[src/rtl/access_ctrl_pkg.sv]
// Shared constants and helpers for the one-hot mux pipeline.
// Provides buffer depth, occupancy width and a one-hot legality check.
package access_ctrl_pkg;
    localparam int FIFO_DEPTH = 2;
    localparam int CNT_W = 2;
    localparam int MAX_CH = 16;

    function automatic logic onehot_legal(input logic [MAX_CH-1:0] v);
        return (v != '0) && ((v & (v - 1'b1)) == '0);
    endfunction
endpackage

[src/rtl/onehot_mux_n.sv]
// Combinational N:1 one-hot data mux.
// Output is forced to zero whenever the select is not exactly one-hot.
module onehot_mux_n
    import access_ctrl_pkg::*;
#(
    parameter int DATA_WIDTH = 16,
    parameter int NUM_CH = 4
) (
    input  logic [NUM_CH-1:0]                 sel,
    input  logic [NUM_CH-1:0][DATA_WIDTH-1:0] in_data,
    output logic [DATA_WIDTH-1:0]             out_data
);
    logic legal;

    always_comb begin
        legal = onehot_legal(MAX_CH'(sel));
        out_data = '0;
        for (int i = 0; i < NUM_CH; i++) begin
            if (legal && sel[i]) begin
                out_data = out_data | in_data[i];
            end
        end
    end
endmodule

[src/rtl/onehot_mux_pipe.sv]
// One-hot channel select into a 2-entry registered FIFO.
// Define ONEHOT_MUX_SEL_ERR_EN to add sticky sel_err with err_clr.
module onehot_mux_pipe
    import access_ctrl_pkg::*;
#(
    parameter int DATA_WIDTH = 16,
    parameter int NUM_CH = 4
) (
    input  logic                              clk,
    input  logic                              rst_n,
    input  logic [NUM_CH-1:0]                 sel,
    input  logic [NUM_CH-1:0][DATA_WIDTH-1:0] in_data,
    input  logic [NUM_CH-1:0]                 in_valid,
    output logic [NUM_CH-1:0]                 in_ready,
    output logic [DATA_WIDTH-1:0]             out_data,
    output logic                              out_valid,
    input  logic                              out_ready,
    output logic [CNT_W-1:0]                  count
`ifdef ONEHOT_MUX_SEL_ERR_EN
    ,
    input  logic                              err_clr,
    output logic                              sel_err
`endif
);
    logic                  legal;
    logic                  space;
    logic                  push;
    logic                  pop;
    logic                  wptr;
    logic                  rptr;
    logic [DATA_WIDTH-1:0] wdata;
    logic [DATA_WIDTH-1:0] last_pop;
    logic [DATA_WIDTH-1:0] mem [FIFO_DEPTH];
    logic [CNT_W-1:0]      count_nxt;

    onehot_mux_n #(
        .DATA_WIDTH(DATA_WIDTH),
        .NUM_CH    (NUM_CH)
    ) u_mux (
        .sel     (sel),
        .in_data (in_data),
        .out_data(wdata)
    );

    // Readiness depends only on sel and registered occupancy, never on out_ready.
    assign legal     = onehot_legal(MAX_CH'(sel));
    assign space     = count < CNT_W'(FIFO_DEPTH);
    assign in_ready  = (legal && space && rst_n) ? sel : '0;
    assign push      = |(in_valid & in_ready);
    assign out_valid = count != '0;
    assign pop       = out_valid & out_ready;
    assign out_data  = out_valid ? mem[rptr] : last_pop;

    always_comb begin
        count_nxt = count;
        unique case ({push, pop})
            2'b10:   count_nxt = count + 1'b1;
            2'b01:   count_nxt = count - 1'b1;
            default: count_nxt = count;
        endcase
    end

    always_ff @(posedge clk or negedge rst_n) begin
        if (!rst_n) begin
            wptr     <= 1'b0;
            rptr     <= 1'b0;
            count    <= '0;
            last_pop <= '0;
            for (int i = 0; i < FIFO_DEPTH; i++) begin
                mem[i] <= '0;
            end
        end else begin
            if (push) begin
                mem[wptr] <= wdata;
                wptr      <= ~wptr;
            end
            if (pop) begin
                last_pop <= mem[rptr];
                rptr     <= ~rptr;
            end
            count <= count_nxt;
        end
    end

`ifdef ONEHOT_MUX_SEL_ERR_EN
    always_ff @(posedge clk or negedge rst_n) begin
        if (!rst_n) begin
            sel_err <= 1'b0;
        end else if (!legal && |in_valid) begin
            sel_err <= 1'b1;
        end else if (err_clr) begin
            sel_err <= 1'b0;
        end
    end
`endif
endmodule

[config.mk]
export PLATFORM = sky130hd
export DESIGN_NAME = onehot_mux_pipe
export DESIGN_NICKNAME = d
export VERILOG_FILES = /design/src/rtl/access_ctrl_pkg.sv /design/src/rtl/onehot_mux_n.sv /design/src/rtl/onehot_mux_pipe.sv
export SDC_FILE = /design/constraint.sdc
export NUM_CORES = 1
export LEC_CHECK = 0
export BUFFER_PORTS_ARGS = -buffer_cell sky130_fd_sc_hd__buf_2
export CAP_MARGIN = 20
export CORE_UTILIZATION = 45
export CTS_CLUSTER_SIZE = 30
export DETAILED_ROUTE_END_ITERATION = 7
export PLACE_DENSITY = 0.75
export SYNTH_ARGS = -nofsm -noshare
export SYNTH_HDL_FRONTEND = slang
export SYNTH_SLANG_ARGS = --single-unit
[constraint.sdc]
create_clock -name clk -period 5.69 [get_ports clk]
set_input_delay 1.138 -clock clk [delete_from_list [all_inputs] [get_ports clk]]
set_output_delay 1.138 -clock clk [all_outputs]
set_load 0.01 [all_outputs]
==> summary.txt, run 1 <==
Floorplan
  – FP Rows: 28
  – Die W: 81.66 microns
  – I/O pins: 98
  – Die Area: 6668 sq um
  – DIE HEIGHT: 81.66 microns
  – Core area: 6026 sq um
  – Initial Util: 47.38%

STA
  – RSZ-0062 raised after global routing: false
  – Max Transition Viols Final: 0
  – Max_slew headroom: 32.72%
  – Final setup TNS: 0 ns
  – Max Clk Rate: 0.2759 GHz
  – Tmin final: 3.624 ns
  – Tcrit/Tclk final: 63.69%
  – Final hold violations: 0
  – Final setup vio count: 0
  – Clk_skew: 0.008900 ns
  – Slew @ Worst Pin: 1.008 ns

Synth
  – Unique cell type count in the Yosys netlist: 35
  – Register area share after synthesis: 45.57%
  – Syn. warnings: 0
  – Post-Syn Area: 2855 sq um
  – Synth Register Bits: 52
  – Syn_nets: 344
  – Synth Area per Inst: 10.65 sq um
  – Mapped Cells: 268

Clocking
  – Clock transition at path regs: 0.09 ns
  – Clock root cell: clkbuf_8
  – CTS tree: yes
  – TritonCTS Sinks: 52
  – Postcts setup bufs: 0
  – Worst skew pair latency: 0.30 ns
  – # resized after CTS: 0
  – H-tree depth: 2
  – Hold-fix buffers, CTS: 0
  – Worst-case clock buffer depth: 2
  – CTS Buf Count: 5

Final layout
  – Layout cells sized above 1: 39.72%
  – Register area: 1301 sq um
  – Filler Cell Count: 559
  – Most common cell after layout, fill and taps aside: buf_2
  – Area growth syn-to-layout: 20.33%
  – Nets: 430
  – Most frequent cells in the layout: buf_2 (97), dfrtp_1 (52), a22oi_1 (33)
  – Diodes inserted: 0
  – Multi-input combinational cell area: 1418 sq um

GRT
  – GR Util All Layers: 21.78%
  – First-pass GRT wire length: 10870 microns
  – GR Overflow Total: 0
  – Initial antenna violation count: 0
  – Vias in the first global route: 2224
  – Largest net degree at the start of global routing: 54

Worst setup path
  – End of the worst register-to-register path: count[1]
  – Critical Path Sink Type: primary output
  – Critical path endpoint: in_ready[1]
  – Max FO, Critical Path: 17
  – CP startpoint kind: input pin
  – CP required: 4.55 ns
  – Setup Crit Path Kind: in -> out
  – CP arrival: 2.49 ns
  – R2R setup slack: 2.94 ns
  – Cells on worst reg2reg path: 7
  – Critical R2R Launch: count[1]
  – CP startpoint: sel[2]

Min path
  – HP Start: last_pop[11]
  – Hold path cells: 2
  – Hold Crit Class: reg -> reg

Run status
  – Outcome: finished, final reports clean

Run
  – Max-cap violation count: 0

Power and ir drop
  – Power density cells: 381.5 nW/um^2
  – VDD IR max: 0.2693 mV
  – Design Power: 1311 uW
  – Leakage Power: 0.001738 uW

Detailed routing
  – Initial DRC Count: 126
  – Via Count: 2313
  – Antenna-violating nets left: 0
  – 1st-pass router iterations: 5
  – # DRC: 0
  – WL final: 6912 microns
  – DR WL/cell: 16.07 microns
  – Post-detailed-route via-to-cell ratio: 5.379

Placed design
  – GPL Wtd Cong: 0.7768
  – Post-detail-place hpwl: 5074 microns
  – Port Buffer Count: 97
[routing by layer]
metal  up-vias  wire (microns)  GRT usage (%)
met5         -               0              0
met4         0              61          5.088
met3         7             331          3.444
met2        54            3395          35.33
met1      1105            3123          30.55
li1       1147               -              -
[cell type report]
type | instances | share of cell area (%)
clock buffer | 6 | 2.403
clock inverter | 2 | 0.2913
inverter | 2 | 0.2185
multi-input combinational | 191 | 41.26
sequential | 52 | 37.87
tap | 75 | 2.731
timing repair buffer | 102 | 15.22
[state kept, by name (all words and copies together), names as in the netlist]
name / flops
wptr: 1
mem: 32
last_pop: 16
count: 2
rptr: 1
[report_power, final]
part,switching (uW),total [uW],internal (uW)
logic,271,514,243
registers,102,584,482
clock network,115,212,97.3
total,489,1310,822
[logic make-up (layout without fill, tap and decap cells)]
logic type,count (synthesis),in the layout,share of synthesized area (%)
AOI/OAI and AO/OA,85,85,18.97
DFF,52,52,45.57
muxes,48,48,19.54
adders and majority gates,1,1,0.4381
buffers and inverters,25,112,4.776
and+or+nand+nor,52,52,9.159
xor gates and xnor gates,5,5,1.534
[through the flow]
step                      util, %  setup slack, ns  hold WS (ns)  cell area [sq um]  std cells
after detailed placement    55.48            2.061        0.4708               3343        422
after global placement      55.48            2.125        0.4624               3343        422
after global routing        57.02            1.926        0.5076               3436        430
final                       57.02            2.066        0.4854               3436        430
after CTS                   57.02            2.051        0.4912               3436        430
after floorplan                 -            2.224        0.4505               2855        268
[synth_stat cells]
master | count | area, sq um
a21oi_1 | 16 | 80.08
a22oi_1 | 33 | 247.7
and2_1 | 2 | 12.51
buf_12 | 1 | 20.02
buf_2 | 5 | 25.02
buf_4 | 1 | 7.510
buf_6 | 2 | 22.52
clkbuf_1 | 13 | 48.80
clkbuf_2 | 1 | 5.000
dfrtp_1 | 52 | 1301
ha_1 | 1 | 12.51
inv_1 | 2 | 7.510
mux2_1 | 5 | 56.30
mux2_2 | 17 | 191.4
mux2_4 | 10 | 150.1
mux2i_1 | 16 | 160.2
nand2_1 | 18 | 67.56
nand2b_1 | 1 | 6.260
nand3b_1 | 1 | 7.510
nor2_1 | 17 | 63.81
nor2b_1 | 3 | 18.77
nor3b_1 | 2 | 15.01
nor4b_2 | 2 | 30.03
o21a_1 | 1 | 7.510
o21ai_0 | 32 | 160.2
o22a_1 | 1 | 8.760
o32a_1 | 1 | 10.01
o32ai_4 | 1 | 27.53
or2_0 | 1 | 6.260
or2_1 | 1 | 6.260
or2_2 | 1 | 6.260
or3_1 | 1 | 6.260
or4_1 | 2 | 15.01
xnor2_1 | 4 | 35.03
xor2_1 | 1 | 8.760
[worst min-delay path by stage]
stage | endpoint | slack, ns
after global placement | last_pop[13] | 0.46
after detailed placement | last_pop[11] | 0.47
after global routing | mem[13] | 0.51
after floorplan | last_pop[0] | 0.45
final | last_pop[11] | 0.49
after CTS | last_pop[11] | 0.49
[worst max-delay path, cell delays in order]
cell,delay [ns]
buf_2,0.12
or2_1,0.43
or2_0,0.41
nor3b_1,0.23
buf_2,0.16
(Power assumes the default switching activity.)
==> run 2: changes to the inputs <==
Settings changed: PLACE_DENSITY 0.75 to 0.78.
Clock period 5.69 ns to 3.3 ns, I/O delays scaled along.
==> summary.txt, run 2 (synthesis gave the netlist of run 1 again) <==
STA
  – Tmin final: 2.481 ns
  – Final hold violations: 0
  – Max_slew headroom: 34.39%
  – Slew @ Worst Pin: 0.9828 ns
  – RSZ-0062 raised after global routing: false
  – Tcrit/Tclk final: 75.19%
  – Final setup vio count: 0
  – Max Clk Rate: 0.4030 GHz
  – Clk_skew: 0.003540 ns
  – Final setup TNS: 0 ns
  – Max Transition Viols Final: 0

Final layout
  – Final instance area: 3500 sq um
  – Area growth syn-to-layout: 22.57%
  – Biggest regs: mem x32, last_pop x16, count x2
  – Largest register FFs: 32
  – Nets: 434
  – Layout cells sized above 1: 40.39%
  – Most common cell after layout, fill and taps aside: buf_2
  – Filler Cell Count: 533
  – Most frequent cells in the layout: buf_2 (97), dfrtp_1 (52), a22oi_1 (33)
  – Diodes inserted: 0
  – Reg with most FFs: mem

Run status
  – Outcome: finished, final reports clean

Floorplan
  – Initial Util: 47.38%
  – Die Area: 6668 sq um
  – Core area: 6026 sq um
  – Die W: 81.66 microns
  – FP Rows: 28
  – DIE HEIGHT: 81.66 microns
  – I/O pins: 98

Placed design
  – GPL Wtd Cong: 0.8135
  – Port Buffer Count: 97
  – Area after DPL: 3373 sq um
  – Post-detail-place hpwl: 5037 microns

Power and ir drop
  – Logic pwr share: 39.0%
  – Clock share of power: 19.8%
  – Leakage Power: 0.001771 uW
  – Sw Share: 35.15%
  – Power density cells: 672.5 nW/um^2
  – VDD IR max: 0.4406 mV
  – Flop pwr share: 41.2%
  – Internal power: 1526 uW
  – Switch Pwr: 827.3 uW

Min path
  – Hold Crit Class: reg -> reg

Clocking
  – CTS tree: yes
  – Worst skew pair latency: 0.30 ns
  – H-tree depth: 2
  – # resized after CTS: 0
  – Clock root cell: clkbuf_8
  – TritonCTS Sinks: 52
  – Postcts setup bufs: 0
  – Clock transition at path regs: 0.09 ns
  – CTS Buf Count: 5
  – Hold-fix buffers, CTS: 0
  – Worst-case clock buffer depth: 2

GRT
  – Vias in the first global route: 2296
  – First-pass GRT wire length: 11080 microns
  – Initial antenna violation count: 0
  – GR Overflow Total: 0
  – Largest net degree at the start of global routing: 54
  – GR Util All Layers: 22.21%

Detailed routing
  – Post-detailed-route via-to-cell ratio: 5.479
  – DR WL/cell: 15.53 microns
  – 1st-pass router iterations: 4
  – Antenna-violating nets left: 0
  – WL final: 6740 microns
  – Initial DRC Count: 102
  – Via Count: 2378
  – # DRC: 0

Worst setup path
  – CP arrival: 1.82 ns
  – Max FO, Critical Path: 9
  – Critical Path Sink Type: primary output
  – CP startpoint kind: flop
  – CP required: 2.64 ns
  – Setup Crit Path Kind: reg -> out

Run
  – Max-cap violation count: 0
## run 2: worst paths after layout
check | endpoint | depth (start not counted) | slack (ns) | from
max | out_data[5] | 4 | 0.82 | rptr
min | last_pop[1] | 2 | 0.49 | last_pop[1]
max reg2reg | mem[31] | 4 | 0.96 | count[1]
min reg2reg | last_pop[1] | 2 | 0.49 | last_pop[1]
max in group asynchronous | mem[6] | 2 | 2.35 | rst_n
min in group asynchronous | mem[16] | 2 | 0.52 | rst_n
## run 2: metrics by stage
stage,total power [uW],instances,hold WS (ns),utilization (%),setup slack [ns]
after floorplan,1603,268,0.3644,-,0.7902
after global placement,1865,426,0.4625,55.98,0.5862
after detailed placement,1903,426,0.4702,55.98,0.5174
after CTS,2372,434,0.4908,58.08,0.7939
after global routing,2529,434,0.5170,58.08,0.6571
final,2354,434,0.4891,58.08,0.8187
## run 2: final cells by class
cell class,count,area (sq um),area share (%)
Multi-Input combinational cell,191,1418,40.51
Sequential cell,52,1301,37.18
Timing Repair Buffer,106,553.0,15.80
Clock buffer,7,96.34,2.753
Tap cell,75,93.84,2.681
Clock inverter,1,30.03,0.8581
Inverter,2,7.507,0.2145
## run 2: routing by layer
metal / vias up / part of all wire (%) / GRT usage (%)
met1: 1132 / 45 / 30.26
met2: 84 / 48 / 36.25
met5: - / 0 / 0
met3: 9 / 5.1 / 4.667
met4: 0 / 1.4 / 5.263
li1: 1153 / - / -
## run 2: power groups by stage
stage               Clock, uW  Sequential [uW]  Combinational (uW)
global placement            0              970                 895
finish                    467              970                 917
CTS                       477              970                 925
detailed placement          0              983                 921
floorplan                   0              932                 670
global route              503              996                1030
## run 2: critical path: stages, from the launching register on
cell	delay (ns)
dfrtp_1	0.63
buf_4	0.30
mux2i_1	0.32
a21oi_1	0.11
buf_2	0.17
==> run 3: changes to the inputs <==
Settings changed: PLACE_DENSITY 0.78 to 0.75.
Clock period 3.3 ns to 2.4 ns, I/O delays scaled along.
==> summary.txt, run 3 (synthesis gave the netlist of run 1 again) <==
Floorplan
  – Core area: 6026 sq um
  – Initial Util: 47.38%
  – Die W: 81.66 microns
  – FP Rows: 28
  – DIE HEIGHT: 81.66 microns
  – I/O pins: 98
  – Die Area: 6668 sq um

STA
  – Final setup TNS: 0 ns
  – Hold WS: 0.3874 ns
  – RSZ-0062 raised after global routing: false
  – Final setup vio count: 0
  – Clk_skew: 0.007572 ns
  – Max Transition Viols Final: 0
  – Tmin final: 2.192 ns
  – Max_slew headroom: 56.68%
  – Tcrit/Tclk final: 91.32%
  – Final hold violations: 0
  – Slew @ Worst Pin: 0.6498 ns
  – Max Clk Rate: 0.4563 GHz

Power and ir drop
  – Leakage Power: 0.001763 uW
  – Power density cells: 890.6 nW/um^2
  – VDD IR max: 0.5776 mV

GRT
  – Largest net degree at the start of global routing: 53
  – Vias in the first global route: 2274
  – First-pass GRT wire length: 10950 microns
  – Initial antenna violation count: 0
  – GR Overflow Total: 0
  – GR Util All Layers: 21.90%

Clocking
  – TritonCTS Sinks: 52
  – Clock root cell: clkbuf_8
  – # resized after CTS: 0
  – Clock transition at path regs: 0.09 ns
  – Worst skew pair latency: 0.30 ns
  – CTS tree: yes
  – Worst-case clock buffer depth: 2
  – Hold-fix buffers, CTS: 0
  – H-tree depth: 2
  – CTS Buf Count: 5
  – Postcts setup bufs: 0

Worst setup path
  – Slowest-stage cell, CP: dfrtp_1
  – Worst path max stage delay: 0.44 ns
  – Critical Path Sink Type: primary output
  – CP Cell Sequence: nand2b_1 -> or2_0 -> nor3b_1 -> buf_2
  – Critical R2R Launch: count[1]
  – Max FO, Critical Path: 5
  – CP arrival: 1.71 ns
  – End of the worst register-to-register path: count[1]
  – Setup Crit Path Kind: reg -> out
  – CP required: 1.92 ns
  – Cells on worst reg2reg path: 6
  – CP startpoint kind: flop
  – R2R setup slack: 0.40 ns

Detailed routing
  – WL final: 6896 microns
  – 1st-pass router iterations: 4
  – # DRC: 0
  – DR WL/cell: 15.82 microns
  – Via Count: 2403
  – Initial DRC Count: 130
  – Antenna-violating nets left: 0
  – Post-detailed-route via-to-cell ratio: 5.511

Final layout
  – Layout cells sized above 1: 40.17%
  – Biggest regs: mem x32, last_pop x16, count x2
  – Filler Cell Count: 531
  – Most frequent cells in the layout: buf_2 (97), dfrtp_1 (52), a22oi_1 (33)
  – Final instance area: 3491 sq um
  – Area growth syn-to-layout: 22.26%
  – Nets: 436
  – Largest register FFs: 32
  – Most common cell after layout, fill and taps aside: buf_2
  – Reg with most FFs: mem
  – Diodes inserted: 0

Placed design
  – GPL Wtd Cong: 0.7660
  – Area after DPL: 3401 sq um
  – Post-detail-place hpwl: 5145 microns
  – Port Buffer Count: 97

Run status
  – Outcome: finished, final reports clean

Min path
  – Hold Crit Class: in -> async

Run
  – Max-cap violation count: 0
run 3: changes by cell type in the layout (fill, tap and decap cells not counted):
cell / change
clkbuf_8: -1
clkbuf_1: +2
buf_4: +1
bufinv_16: -1
buf_12: +1
run 3: power breakdown:
| part | switching [uW] | internal [uW] | leakage [uW] |
|---|---|---|---|
| Clock | 270 | 236 | 0.0000455 |
| Sequential | 161 | 1140 | 0.000704 |
| Combinational | 699 | 599 | 0.00101 |
run 3: worst max path at each step:
stage | start | to | slack (ns) | cells after the start
global route | count[1] | out_data[9] | 0.10 | 4
detailed placement | sel[1] | mem[16] | 0.19 | 6
CTS | count[1] | out_data[14] | 0.21 | 4
finish | count[1] | in_ready[1] | 0.21 | 4
floorplan | sel[2] | mem[11] | 0.24 | 7
global placement | sel[1] | mem[16] | 0.25 | 6
run 3: cell type report:
cell class | count | area, sq um | share of cell area, %
flip-flops and latches | 52 | 1301 | 37.28
clock buffers | 8 | 90.09 | 2.581
multi-input cells | 191 | 1418 | 40.61
repair buffers | 108 | 580.6 | 16.63
inverters | 2 | 7.507 | 0.2151
well taps | 75 | 93.84 | 2.688
run 3: metrics by stage:
stage	setup WS, ns	util (%)	cells	total power [uW]
2_1_floorplan	0.2392	-	268	2204
3_5_place_dp	0.1928	56.44	428	2628
6_report	0.2084	57.93	436	3109
3_3_place_gp	0.2471	56.44	428	2580
5_1_grt	0.1049	57.93	436	3350
4_1_cts	0.2145	57.93	436	3129
run 3: worst max-delay path, delay by kind of cell (launching register included):
family / cells / cell delay [ns]
flops: 1 / 0.44
simple gates: 3 / 0.81
buf+inv: 1 / 0.17
run 3: per-layer routing:
layer	wire, microns	GRT usage (%)	vias up	share of wire [%]
met5	0	0	-	0
met2	3274	34.58	63	47
met3	232	3.556	16	3.4
met4	170	8.596	0	2.5
li1	-	-	1153	-
met1	3218	30.00	1171	47
